[config.mk]
export PLATFORM = sky130hd
export DESIGN_NAME = wishbone_arbiter
export DESIGN_NICKNAME = d
export VERILOG_FILES = /design/src/rtl/wishbone_arbiter.sv
export SDC_FILE = /design/constraint.sdc
export NUM_CORES = 1
export LEC_CHECK = 0
export CORE_ASPECT_RATIO = 0.75
export CORE_MARGIN = 10
export CORE_UTILIZATION = 22
export CTS_CLUSTER_SIZE = 40
export DETAILED_ROUTE_END_ITERATION = 8
export PLACE_DENSITY_LB_ADDON = 0.3
export SYNTH_ARGS = -nofsm -noshare
export SYNTH_HDL_FRONTEND = slang
export SYNTH_SLANG_ARGS = --single-unit
[constraint.sdc]
create_clock -name clk -period 1.45 [get_ports clk]
set_input_delay 0.29 -clock clk [delete_from_list [all_inputs] [get_ports clk]]
set_output_delay 0.29 -clock clk [all_outputs]
set_load 0.01 [all_outputs]
[src/rtl/wishbone_arbiter.sv]
// -----------------------------------------------------------------------------
// wishbone_arbiter
//
// Round-robin arbiter that lets NUM_MASTERS Wishbone masters share a single
// slave. An idle arbiter registers a one-hot grant one clock after it sees a
// request. The owner keeps the bus for as long as it holds m_cyc, so bursts
// and locked sequences are never split. A stall watchdog ends any access that
// the slave leaves without ack/err for TIMEOUT_CYCLES strobe cycles. It does
// this by raising err to the owner and pulsing timeout for one cycle.
//
// Ports
//   clk, rst_n            : clock (rising edge), synchronous active-low reset
//   m_cyc/m_stb/m_we      : per-master cycle, strobe, write enable
//   m_adr/m_sel/m_dat_mosi: per-master address, byte select, write data
//                           (master i occupies slice i)
//   m_ack/m_err           : per-master response, only the owner sees it
//   m_dat_miso            : read data, s_dat_miso broadcast to every slice
//   s_*                   : single slave port, driven by the owner while busy
//   grant                 : one-hot owner, all-zero when idle
//   timeout               : one-cycle pulse when a stalled access is aborted
// -----------------------------------------------------------------------------
module wishbone_arbiter #(
    parameter int NUM_MASTERS    = 2,
    parameter int ADDR_WIDTH     = 32,
    parameter int DATA_WIDTH     = 32,
    parameter int TIMEOUT_CYCLES = 255,
    localparam int SEL_WIDTH     = DATA_WIDTH / 8
) (
    input  logic                               clk,
    input  logic                               rst_n,
    input  logic [NUM_MASTERS-1:0]             m_cyc,
    input  logic [NUM_MASTERS-1:0]             m_stb,
    input  logic [NUM_MASTERS-1:0]             m_we,
    input  logic [NUM_MASTERS*ADDR_WIDTH-1:0]  m_adr,
    input  logic [NUM_MASTERS*SEL_WIDTH-1:0]   m_sel,
    input  logic [NUM_MASTERS*DATA_WIDTH-1:0]  m_dat_mosi,
    output logic [NUM_MASTERS-1:0]             m_ack,
    output logic [NUM_MASTERS-1:0]             m_err,
    output logic [NUM_MASTERS*DATA_WIDTH-1:0]  m_dat_miso,
    output logic                               s_cyc,
    output logic                               s_stb,
    output logic                               s_we,
    output logic [ADDR_WIDTH-1:0]              s_adr,
    output logic [SEL_WIDTH-1:0]               s_sel,
    output logic [DATA_WIDTH-1:0]              s_dat_mosi,
    input  logic                               s_ack,
    input  logic                               s_err,
    input  logic [DATA_WIDTH-1:0]              s_dat_miso,
    output logic [NUM_MASTERS-1:0]             grant,
    output logic                               timeout
);

    localparam int IDX_W = (NUM_MASTERS > 1) ? $clog2(NUM_MASTERS) : 1;

    typedef enum logic {
        IDLE = 1'b0,
        BUSY = 1'b1
    } state_e;

    state_e                   state_q, state_d;
    logic [NUM_MASTERS-1:0]   grant_q, grant_d;
    logic [IDX_W-1:0]         owner_q, owner_d;
    logic [IDX_W-1:0]         last_owner_q, last_owner_d;
    logic [15:0]              cnt_q, cnt_d;

    logic                     req_found_s;
    logic [IDX_W-1:0]         req_pick_s;
    logic [IDX_W:0]           cand_s;
    logic                     owner_cyc_s;
    logic                     owner_stb_s;
    logic                     stall_s;
    logic                     timeout_s;

    // State register: every flop of the arbiter, reset synchronously.
    always_ff @(posedge clk) begin
        if (!rst_n) begin
            state_q      <= IDLE;
            grant_q      <= {NUM_MASTERS{1'b0}};
            owner_q      <= {IDX_W{1'b0}};
            last_owner_q <= IDX_W'(NUM_MASTERS - 1);
            cnt_q        <= 16'd0;
        end else begin
            state_q      <= state_d;
            grant_q      <= grant_d;
            owner_q      <= owner_d;
            last_owner_q <= last_owner_d;
            cnt_q        <= cnt_d;
        end
    end

    // Round-robin search: the first requester after the previous owner wins,
    // and the index wraps modulo NUM_MASTERS.
    always_comb begin
        req_found_s = 1'b0;
        req_pick_s  = {IDX_W{1'b0}};
        cand_s      = {(IDX_W+1){1'b0}};
        for (int k = 1; k <= NUM_MASTERS; k++) begin
            cand_s = {1'b0, last_owner_q} + (IDX_W+1)'(k);
            if (cand_s >= (IDX_W+1)'(NUM_MASTERS)) begin
                cand_s = cand_s - (IDX_W+1)'(NUM_MASTERS);
            end else begin
                cand_s = cand_s;
            end
            if (!req_found_s && m_cyc[cand_s[IDX_W-1:0]]) begin
                req_found_s = 1'b1;
                req_pick_s  = cand_s[IDX_W-1:0];
            end else begin
                req_found_s = req_found_s;
            end
        end
    end

    // Owner's cycle/strobe. grant_q is all-zero in IDLE, so these are 0 there.
    always_comb begin
        owner_cyc_s = |(m_cyc & grant_q);
        owner_stb_s = |(m_stb & grant_q);
    end

    // Stall watchdog. An ack or err in the expiry cycle takes priority over the abort.
    always_comb begin
        stall_s   = (state_q == BUSY) && owner_stb_s && !s_ack && !s_err;
        timeout_s = stall_s && (cnt_q == 16'(TIMEOUT_CYCLES - 1));
        if (stall_s && !timeout_s) begin
            cnt_d = cnt_q + 16'd1;
        end else begin
            cnt_d = 16'd0;
        end
    end

    // Next-state logic. Releasing the bus always costs one IDLE cycle before
    // the next grant.
    always_comb begin
        state_d      = state_q;
        grant_d      = grant_q;
        owner_d      = owner_q;
        last_owner_d = last_owner_q;
        case (state_q)
            IDLE: begin
                if (req_found_s) begin
                    state_d = BUSY;
                    owner_d = req_pick_s;
                    for (int i = 0; i < NUM_MASTERS; i++) begin
                        grant_d[i] = (req_pick_s == IDX_W'(i));
                    end
                end else begin
                    grant_d = {NUM_MASTERS{1'b0}};
                end
            end
            BUSY: begin
                if (!owner_cyc_s) begin
                    state_d      = IDLE;
                    grant_d      = {NUM_MASTERS{1'b0}};
                    last_owner_d = owner_q;
                end else begin
                    state_d = BUSY;
                end
            end
            default: begin
                state_d = IDLE;
                grant_d = {NUM_MASTERS{1'b0}};
            end
        endcase
    end

    // Output mux. The owner connects straight to the slave, and everyone else
    // sees a quiet bus.
    always_comb begin
        s_cyc      = 1'b0;
        s_stb      = 1'b0;
        s_we       = 1'b0;
        s_adr      = {ADDR_WIDTH{1'b0}};
        s_sel      = {SEL_WIDTH{1'b0}};
        s_dat_mosi = {DATA_WIDTH{1'b0}};
        m_ack      = {NUM_MASTERS{1'b0}};
        m_err      = {NUM_MASTERS{1'b0}};
        m_dat_miso = {NUM_MASTERS{s_dat_miso}};
        for (int i = 0; i < NUM_MASTERS; i++) begin
            if ((state_q == BUSY) && grant_q[i]) begin
                s_cyc      = m_cyc[i];
                s_stb      = m_stb[i];
                s_we       = m_we[i];
                s_adr      = m_adr[i*ADDR_WIDTH +: ADDR_WIDTH];
                s_sel      = m_sel[i*SEL_WIDTH +: SEL_WIDTH];
                s_dat_mosi = m_dat_mosi[i*DATA_WIDTH +: DATA_WIDTH];
                m_ack[i]   = s_ack;
                m_err[i]   = s_err | timeout_s;
            end else begin
                m_ack[i] = 1'b0;
                m_err[i] = 1'b0;
            end
        end
    end

    assign grant   = grant_q;
    assign timeout = timeout_s;

endmodule
[Word-level counts from Yosys, hierarchy flattened]
Cells that the tools add are included.
Operators by class
  add/sub/neg operators: 5
  $lt $le $gt $ge: 4
  equal/unequal tests: 2
  muxes and demuxes: 32
  bitwise logic cells: 6
  reductions and logical operators: 17
Operator list (number)
  2-to-1 mux 32 bit: 4
  2-to-1 mux 1 bit: 22
  adder 16 x 1 -> 16 bit (second input constant): 1
  == test 16 x 8 -> 1 bit (second input constant): 1
  logical AND 1 bit: 8
  2-to-1 mux 4 bit: 2
  AND reduction 2 bit: 3
  AND 2 bit: 2
  >= comparator 2 bit (second input constant): 2
  logical NOT 1 bit: 4
  less-than comparator 1 x 2 -> 1 bit (second input constant): 2
  2-to-1 mux 2 bit: 2
  case mux 2 bit (2 select lines): 1
  OR reduction 2 bit: 2
  inverter 1 bit: 3
  adder 1 x 1 -> 2 bit (second input constant): 1
  adder 1 x 2 -> 2 bit (second input constant): 1
  inequality test 2 bit (second input constant): 1
  case mux 1 bit (2 select lines): 1
  subtractor 1 bit (second input constant): 2
  OR 1 bit: 1
Word-level totals
  register bits after elaboration: 21
  input port bits: 178
  output and inout bits: 142
  word-level logic and storage cells: 71

[Longest topological paths before layout]
  depth in word-level cells: 12
  depth in mapped cells: 7
  gate-level depth less buffers: 6

[Least setup slack after synthesis]
OpenSTA, ideal clock, no wires.
  kind: reg-to-output
  start point: register cnt_q[0]
  end point: output port m_err[0]
  arrival time: 1.384 ns
  data required time: 1.160 ns
  path slack: -0.224 ns
  cell stages (with the launch flop): 7
  path buffers: 0
  cells stage by stage: dfxtp_1 inv_1 ha_1 nor4b_2 nand4_4 o31a_1 nor2_1
On the way
  longest elaborated chain between the ends: 4
RTL lines
  start, declared: RTL line 64  | logic [15:0] cnt_q, cnt_d;
  start signal, assigned: RTL line 87  | cnt_q <= cnt_d;
  == test 16 x 8 -> 1 bit: RTL line 122  | timeout_s = stall_s && (cnt_q == 16'(TIMEOUT_CYCLES - 1));
  logical AND 1 bit: RTL line 122
  OR 1 bit: RTL line 186  | m_err[i] = s_err | timeout_s;
  2-to-1 mux 1 bit: RTL line 178  | if ((state_q == BUSY) && grant_q[i]) begin
  end, declared: RTL line 38  | output logic [NUM_MASTERS-1:0] m_err,
No other way between the ends.

[Worst setup path after layout]
  start point: register state_q
  end point: output port s_dat_mosi[27]
On the way
  longest elaborated chain between the ends: 3
  elaborated cells on any way between the ends: 4
  classes of those cells: 2 x mux; 2 x reduce/logical
RTL lines
  start, declared: RTL line 60  | state_e state_q, state_d;
  start signal, assigned: RTL line 83  | state_q <= state_d;
  logical AND 1 bit: RTL line 178
  2-to-1 mux 32 bit: RTL line 178
  2-to-1 mux 32 bit *: RTL line 178
  end, declared: RTL line 45  | output logic [DATA_WIDTH-1:0] s_dat_mosi,
Mark *: on every way between the ends. The rest lies on a longest branch, timed or not.

==> results.sh <==
export IMPL_synth_edf_count=0
export IMPL_failed_checks="negative setup slack"
export IMPL_ys_types=37
export IMPL_timing_final_crit_period_ns=1.94
export IMPL_power_density_cell_area_nw_per_um2=422
export IMPL_via_count_of_the_first_global_routing_pass=3156
export IMPL_numCtsBuffers=3
export IMPL_fin_area_um2=5180
export IMPL_timing_critical_path_arrival_ns=1.65
export IMPL_worst_path_max_fanout=6
export IMPL_fp_row_count=31
export IMPL_avgViaCountPerCell=4.75
export IMPL_synth_top_area_share_pct=26.7
export IMPL_synth_flop_cell="sky130_fd_sc_hd__dfxtp_1"
export IMPL_antenna_violations_before_repair=0
export IMPL_antenna_left=0
export IMPL_rel_slew_slack_pct=80.9
export IMPL_port_buffer_count=223
export IMPL_yosysWarnings=0
export IMPL_wire_per_inst_um=24.1
export IMPL_post_route_period_util_pct=134
export IMPL_design_portCount=320
export IMPL_globalplace_congestion=0.886
export IMPL_endpoint_kind="output port"
export IMPL_grt_max_degree=18
export IMPL_rsz0062_at_grt="true"
export IMPL_drv_max_cap_violation_count=0
export IMPL_synthMostInstantiatedCell="sky130_fd_sc_hd__a22o_1"
export IMPL_fin_worst_skew_ns=0.00183
export IMPL_placement_setup_worst_slack_ns=-0.751
export IMPL_cp_data_required_time_ns=1.16
export IMPL_slew_violations=0
export IMPL_final_ws_setup_ns=-0.492
export IMPL_final_core_util_pct=52.6
export IMPL_fin_cells=629
export IMPL_tritoncts_clock_tree="yes"
export IMPL_grt_remaining_overflow=0
export IMPL_timing_final_setup_violations=89
export IMPL_final_net_count=678
export IMPL_netlist_area_um2=2260
export IMPL_placedCellCount=591
export IMPL_worst_slew_pin_slew_ns=0.284
export IMPL_vias=2990
export IMPL_mappedNetlistNets=452
export IMPL_die_area_um2=14800
export IMPL_drt_pass1_iterations=4
export IMPL_setup_worst_path_class="reg -> out"
export IMPL_achievable_frequency_mhz=515
export IMPL_die_h_um=108
export IMPL_synth_top_cells_by_count="sky130_fd_sc_hd__a22o_1, sky130_fd_sc_hd__buf_4, sky130_fd_sc_hd__nor2_1"
export IMPL_status="finished, violations left"
export IMPL_core_region_area_um2=9850
export IMPL_post_synth_inst_count=272
export IMPL_cts_htree_levels=1
export IMPL_global_route_wire_length_before_repair_mm=20.8
export IMPL_clk_latency_ns=0.26
export IMPL_synth_top_cell_by_area="sky130_fd_sc_hd__a22o_1"
export IMPL_clockBufferDepth=2
export IMPL_main_area_contributors_after_synthesis="sky130_fd_sc_hd__a22o_1, sky130_fd_sc_hd__buf_4, sky130_fd_sc_hd__dfxtp_1"
export IMPL_timing_hold_violations_final=0
export IMPL_ctsRootBufferMaster="sky130_fd_sc_hd__clkbuf_16"
export IMPL_placed_area_um2=4500
export IMPL_areaGrowthSynthToFinish_pct=129
export IMPL_mean_post_synth_cell_area_um2=8.31
export IMPL_timing_hold_worst_class="reg -> reg"
export IMPL_synth_seq_area_share_pct=18.6
export IMPL_synth_seq_cells=21
export IMPL_critical_path_startpoint_type="register"
export IMPL_initial_core_util_pct=22.9
export IMPL_cts_sinks=21
export IMPL_p_leak_nw=2.24
export IMPL_clk_transition_reported_paths_ns=0.06
export IMPL_dp_final_hpwl_mm=11.8
export IMPL_global_route_usage_total_pct=18.5
export IMPL_drt_drc_violations_left=0
export IMPL_vdd_ir_drop_worst_mv=0.389
export IMPL_share_of_post_route_cells_with_drive_strength_above_1_pct=41.2
export IMPL_initialDrtViolationCount=114
export IMPL_fraction_of_registers_with_async_set_or_reset_after_synthesis_pct=0
export IMPL_die_x_um=137
export IMPL_num_antenna_cells=0
export IMPL_worst_case_register_to_register_setup_slack_ns=-0.06
export IMPL_drt_total_wl_mm=15.2
power by group:
group	internal (mW)	switching, mW
clock network	0.375	0.215
logic	0.663	0.329
registers	0.589	0.0148
total	1.63	0.559
metal layers:
metal / vias up / wire length (µm) / global-route usage (%)
met5: - / 0 / 0
met4: 0 / 186 / 3.83
met3: 13 / 1300 / 5.88
met2: 167 / 7850 / 33.4
met1: 1415 / 5840 / 20.8
li1: 1395 / - / -
what timing repair did:
item,in CTS,in global routing
cloned,11,2
pin swaps,52,28
buffers inserted,19,12
endpoints found under the setup margin,87,94
gates resized for setup,403,46
endpoints found under the hold margin,0,0
hold buffers,0,0
path summary, 6_finish.rpt:
check | start | endpoint | cells past startpoint
max | state_q | s_dat_mosi[27] | 7
min | owner_q | owner_q | 2
max reg2reg | cnt_q[0] | cnt_q[13] | 9
min reg2reg | owner_q | owner_q | 2
kinds of logic after synthesis:
logic type      after synthesis  synth area share, %
fa+ha+maj                     2                 1.11
buf+inv                      86                 26.1
mux                           1                0.443
flops                        21                 18.6
simple gates                 68                 18.3
xor+xnor                     14                 5.43
compound gates               80                 30.0
registers in the layout (all words and copies together), names as in the netlist:
name / flops
owner_q: 1
state_q: 1
grant: 2
cnt_q: 16
last_owner_q: 1
critical path, cell delays in order, from the launching register on:
cell and delay (ns):
sky130_fd_sc_hd__dfxtp_4 0.36, sky130_fd_sc_hd__buf_6 0.11, sky130_fd_sc_hd__and2_4 0.15, sky130_fd_sc_hd__buf_12 0.15
sky130_fd_sc_hd__buf_12 0.13, sky130_fd_sc_hd__buf_6 0.11, sky130_fd_sc_hd__a22o_4 0.25, sky130_fd_sc_hd__buf_6 0.12
area by class of cell:
type                            count  area, µm²
Multi-Input combinational cell    166       1470
Fill cell                         905       4670
Sequential cell                    21        434
Timing Repair Buffer              302       3020
Tap cell                          132        165
Clock buffer                        4       78.8
Inverter                            4       15.0
cells in the final DEF (no fill, tap or decap), drive strengths merged, types with 2 or more instances in the layout:
| cell type | instances |
|---|---|
| a21oi | 2 |
| o21ai | 3 |
| and3 | 2 |
| clkdlybuf4s50 | 143 |
| ha | 2 |
| xor2 | 5 |
| inv | 4 |
| buf | 152 |
| nand2b | 2 |
| dlygate4sd2 | 3 |
| and2 | 6 |
| nor2 | 23 |
| a22o | 69 |
| nor3 | 4 |
| nor4 | 4 |
| nand4 | 6 |
| nand3 | 6 |
| and4 | 2 |
| clkbuf | 7 |
| dfxtp | 21 |
| xnor2 | 9 |
| nand2 | 12 |
metrics by stage:
| step | setup TNS, ns | power (mW) | hold slack (ns) |
|---|---|---|---|
| finish | -27.89 | 2.19 | 0.460 |
| global route | -32.44 | 2.27 | 0.480 |
| CTS | -26.44 | 2.16 | 0.463 |
| detailed placement | -39.77 | 1.47 | 0.455 |
| global placement | -37.81 | 1.47 | 0.449 |
| floorplan | -0.574 | 1.00 | 0.352 |
No activity file was read; power rests on OpenSTA's default activity.
